File: src/rtl/rgbled_wrq.sv
// rgbled_wrq: LED write queue between the 6502 bus and the LEDDA register port.
// CPU writes are captured into a DEPTH-entry FIFO without stalling and replayed
// to the LED driver as single-cycle led_we strobes separated by GAP low cycles.
// Optional feature macro: RGBLED_STATUS_EN (status readback on dbr plus the
// sticky overflow flag). Without it dbr is tied to 8'h00 and no ovf register
// exists; entries written while full are still dropped.
module rgbled_wrq #(
  parameter int DEPTH = 4,   // FIFO entries, power of two, 2..16
  parameter int GAP   = 2    // low cycles between led_we strobes, 0..255
) (
  input  logic       clk,
  input  logic       rst,      // asynchronous, active-low
  input  logic       cs,
  input  logic       we,
  input  logic [3:0] addr,
  input  logic [7:0] dbw,
  output logic [7:0] dbr,
  output logic       led_we,
  output logic [3:0] led_addr,
  output logic [7:0] led_dbw
);

  localparam int AW = $clog2(DEPTH);
  localparam int CW = AW + 1;

  localparam bit        GAP_ZERO = (GAP == 0);
  localparam logic [7:0] GAP_M1  = (GAP == 0) ? 8'd0 : 8'(GAP - 1);

  // Drain FSM encoding
  localparam logic [1:0] IDLE   = 2'd0;
  localparam logic [1:0] STROBE = 2'd1;
  localparam logic [1:0] HOLD   = 2'd2;

  logic [11:0]   mem [DEPTH];
  logic [AW-1:0] head;
  logic [AW-1:0] tail;
  logic [CW-1:0] count;
  logic [1:0]    state;
  logic [7:0]    gap_cnt;

  logic full;
  logic empty;
  logic push_req;
  logic push;
  logic pop;

  assign full     = (count == CW'(DEPTH));
  assign empty    = (count == '0);
  assign push_req = cs & we;
  // A pop on the same edge frees a slot, so a push at full is still accepted.
  assign push     = push_req & (~full | pop);

  // Decide whether the drain FSM takes the head entry this cycle.
  // NOTE: every always_comb output gets a default first so no latch is inferred.
  always_comb begin
    pop = 1'b0;
    case (state)
      IDLE:    pop = ~empty;
      STROBE:  pop = GAP_ZERO & ~empty;
      HOLD:    pop = (gap_cnt == 8'd0) & ~empty;
      default: pop = 1'b0;
    endcase
  end

  // FIFO storage write; entries are only ever read after being written.
  // NOTE: the storage array is deliberately not reset; count/pointers define validity.
  always_ff @(posedge clk) begin
    if (push) mem[tail] <= {addr, dbw};
  end

  // FIFO pointers and occupancy; pointers wrap naturally at DEPTH (power of two).
  // NOTE: sequential state uses non-blocking assignments only.
  always_ff @(posedge clk or negedge rst) begin
    if (!rst) begin
      head  <= '0;
      tail  <= '0;
      count <= '0;
    end else begin
      if (push) tail <= tail + AW'(1);
      if (pop)  head <= head + AW'(1);
      case ({push, pop})
        2'b10:   count <= count + CW'(1);
        2'b01:   count <= count - CW'(1);
        default: count <= count;
      endcase
    end
  end

  // Drain FSM: strobe the head entry to the LED port, then wait GAP cycles.
  always_ff @(posedge clk or negedge rst) begin
    if (!rst) begin
      state    <= IDLE;
      led_we   <= 1'b0;
      led_addr <= 4'h0;
      led_dbw  <= 8'h00;
      gap_cnt  <= 8'd0;
    end else begin
      if (pop) {led_addr, led_dbw} <= mem[head];
      case (state)
        IDLE: begin
          if (pop) begin
            led_we <= 1'b1;
            state  <= STROBE;
          end
        end
        STROBE: begin
          if (GAP_ZERO) begin
            if (pop) begin
              led_we <= 1'b1;
            end else begin
              led_we <= 1'b0;
              state  <= IDLE;
            end
          end else begin
            led_we  <= 1'b0;
            gap_cnt <= GAP_M1;
            state   <= HOLD;
          end
        end
        HOLD: begin
          if (gap_cnt != 8'd0) begin
            gap_cnt <= gap_cnt - 8'd1;
          end else if (pop) begin
            led_we <= 1'b1;
            state  <= STROBE;
          end else begin
            state  <= IDLE;
          end
        end
        default: begin
          led_we <= 1'b0;
          state  <= IDLE;
        end
      endcase
    end
  end

`ifdef RGBLED_STATUS_EN
  logic       ovf;
  logic       busy;
  logic       rd;
  logic [4:0] count5;

  assign rd     = cs & ~we;
  assign busy   = (state != IDLE) | ~empty;
  assign count5 = 5'(count);

  // Sticky overflow: set by a dropped write, cleared by a status read.
  always_ff @(posedge clk or negedge rst) begin
    if (!rst) begin
      ovf <= 1'b0;
    end else if (push_req & full & ~pop) begin
      ovf <= 1'b1;
    end else if (rd) begin
      ovf <= 1'b0;
    end
  end

  // Status readback, valid in the same cycle as the read; zero otherwise.
  always_comb begin
    dbr = 8'h00;
    if (rd) dbr = {busy, ovf, full, count5};
  end
`else
  assign dbr = 8'h00;
`endif

endmodule

File: config.mk
export PLATFORM = sky130hd
export DESIGN_NAME = rgbled_wrq
export DESIGN_NICKNAME = d
export VERILOG_FILES = /design/src/rtl/rgbled_wrq.sv
export SDC_FILE = /design/constraint.sdc
export NUM_CORES = 1
export LEC_CHECK = 0
export CORE_AREA = 5 5 73 91
export DETAILED_ROUTE_END_ITERATION = 7
export DIE_AREA = 0 0 78 96
export PLACE_DENSITY = 0.78
export RECOVER_POWER = 50
export SLEW_MARGIN = 5
export SYNTH_ARGS = -nofsm -noshare
export SYNTH_HDL_FRONTEND = slang
export SYNTH_SLANG_ARGS = --single-unit
File: constraint.sdc
create_clock -name clk -period 5.8 [get_ports clk]
set_clock_uncertainty 0.2 [all_clocks]
set_input_delay 1.74 -clock clk [delete_from_list [all_inputs] [get_ports clk]]
set_output_delay 1.74 -clock clk [all_outputs]
set_load 0.1 [all_outputs]
==> flow_summary_export.csv <==
group,metric,value,unit
synth,yosysWarnings,0,
critical_path,cp-start-kind,"input port",
die,die_width,78,um
clock_network,ctsHoldBuffers,0,
critical_path,worst-path-buf-inv,1,
min_path,hp-class,"reg2reg",
critical_path,r2r_start,"gap_cnt[0]",
drt,via_per_inst,5.416,
sta,hold_violations,0,
critical_path,worstPathArrival,3.69,ns
die,ios,37,
finish,layout_common_cells,"edfxtp_1 (48), nand2_1 (42), dfrtp_1 (30)",
clock_network,path_clk_slew,0.07,ns
synth,synth.mux.area_fraction,0.09718,
sta,rsz0062_at_grt,"no",
placement,gp_congestion,0.7583,
sta,worst_pin_slew,1.604,ns
critical_path,required,5.56,ns
synth,yosys-top-cells-area,"edfxtp_1 (44%), dfrtp_1 (23%), mux4_2 (8.3%)",
sta,fin_crit_sh,0.6790,
die,die-area,7488,um^2
critical_path,critPathTopFamily,"simple AND/OR/NAND/NOR gates",
clock_network,cts-root-buf,"clkbuf_8",
critical_path,worstPathCellList,"clkdlybuf4s50_1, nand2_1, a21oi_1, a31oi_4, nor2b_1",
synth,syn_area,3244,um^2
synth,synthCells,213,
critical_path,r2r_slack,1.90,ns
finish,fillers,420,
clock_network,cts-buffers-inserted,9,
placement,placed_area,3548,um^2
die,die_h,96,um
sta,period_needed,3.938,ns
clock_network,ctsResizeCount,0,
drt,ant_nets,0,
placement,place_hpwl,3674,um
synth,synthXorXnorAreaFrac,0.01620,
drt,first_pass_iters,6,
global_routing,grt_overflow,0,
synth,synth_top_family_by_area,"simple AND/OR/NAND/NOR gates",
global_routing,grt_max_degree,31,
finish,fin_area,3712,um^2
synth,synth_fa_ha_area_frac,0.02931,
synth,synth_compound_area_frac,0.03509,
critical_path,r2r-end,"mem[1][10]",
die,fp.coreArea,5702,um^2
clock_network,cts_sinks,78,
sta,slew_headroom,-0.06918,
clock_network,clk_latency,0.34,ns
clock_network,cts_buffer_depth,2,
sta,drv_slew,31,
sta,tns,0,ns
min_path,worstHoldEndpoint,"led_addr[1]",
critical_path,path_class,"in2reg",
sta,fmax,253.9,MHz
synth,synth_area_leader_cell,"edfxtp_1",
synth,synth_cell_types,38,
placement,port_buffers,28,
synth,synth_top_area_frac,0.4443,
synth,synth-simple-area-share,0.1049,
finish,drive_gt1_frac,0.1394,
global_routing,grt_pass1_wl,8521,um
outcome,status,"complete, but fails checks",
die,rows,31,
synth,synth_seq_cells,78,
drt,post_drt_wl_per_cell,16.47,um
critical_path,critPathSlowestCell,"nor2b_1",
synth,seq_area_frac_synth,0.6757,
clock_network,postCtsSetupBuffers,0,
finish,areaGrowthSynthToFinish,14.42,%
drt,num_vias,1717,
drt,drt_iter0_markers,90,
critical_path,critical_path.max_stage_delay,0.92,ns
clock_network,htreeDepth,3,
clock_network,cts_tree,"done",
finish,final_common_cell,"edfxtp_1",
finish,final_nets,269,
critical_path,cp_max_fo,12,
finish,diodes,0,
synth,syn_avg_cell_area,15.23,um^2
global_routing,grt_pass1_vias,1791,
min_path,holdPathStages,2,
drt,drc_errors,0,
die,initial_core_util,0.5690,
global_routing,antenna_found_initial,0,
job,max_cap_violations,1,
critical_path,r2r_cells,8,
min_path,worstHoldStart,"led_addr[1]",
drt,drt_wl_total,5222,um
sta,setup_viol,0,
critical_path,cp-end-kind,"register",
global_routing,track_usage,0.1517,
outcome,violations,"capacitance limit, slew limit",
synth_stat cells, drive strengths merged:
cell type	n
nor2b	3
or4	1
conb	1
and2b	2
ha	6
nand3b	1
a31oi	1
or2	1
o31ai	1
nor4	1
clkbuf	3
a21oi	4
nand2	42
a21o	1
mux2	1
o32ai	1
inv	8
a211oi	1
buf	11
nor2	6
nand2b	1
dfrtp	30
xor2	2
nand3	6
clkinv	1
mux2i	3
nor3b	1
o21ai	5
nor3	1
fa	1
mux4	12
nand4b	2
edfxtp	48
xnor2	4
metal layers:
layer	GRT usage	up-vias	part of all wire
li1	-	812	-
met1	0.1845	852	0.41
met2	0.2514	39	0.52
met3	0.03277	14	0.042
met4	0.08732	0	0.027
met5	0	-	0
worst register-to-register path: cells and delay by family, from the launching register on:
kind | cells | cell delay [ns]
adders and majority gates | 1 | 0.15
buffers and inverters | 2 | 0.71
AOI/OAI and AO/OA | 2 | 0.32
and+or+nand+nor | 3 | 1.72
DFF | 1 | 0.41
cells by family after synthesis:
family / Yosys count
xor gates and xnor gates: 6
muxes: 16
AOI/OAI and AO/OA: 14
DFF: 78
adders and majority gates: 7
other: 1
buffers and inverters: 23
and+or+nand+nor: 68
registers in the layout (all words and copies together) (netlist names):
signal,cells
led_addr,4
led_dbw,8
led_we,1
gap_cnt,8
state,2
mem,48
head,2
count,3
tail,2
worst max-delay path by stage:
stage	end	depth (start not counted)	from
2_1_floorplan	mem[0][0]	4	cs
3_3_place_gp	mem[0][8]	5	cs
3_5_place_dp	mem[0][6]	5	we
4_1_cts	mem[0][10]	5	cs
5_1_grt	mem[1][10]	8	gap_cnt[0]
6_report	mem[1][10]	5	cs
area by class of cell:
cell class	instances	area [um^2]	share of cell area
flip-flops and latches	78	2192	0.5905
multi-input cells	119	922.1	0.2484
repair buffers	29	284.0	0.07651
clock buffers	9	123.9	0.03337
well taps	66	82.58	0.02224
clock inverters	7	72.57	0.01955
inverters	9	35.03	0.009437
through the flow:
step	instances	hold slack, ns	util	setup slack (ns)
after floorplan	220	0.2621	-	2.461
after global placement	301	0.2596	0.6223	1.601
after detailed placement	301	0.2654	0.6223	1.469
after CTS	317	0.2838	0.6568	1.849
after global routing	317	0.3144	0.6511	1.539
final	317	0.2747	0.6511	1.862
Power is not shown: default switching activity piles up to over one toggle a cycle in this logic, so the estimate is an artifact.
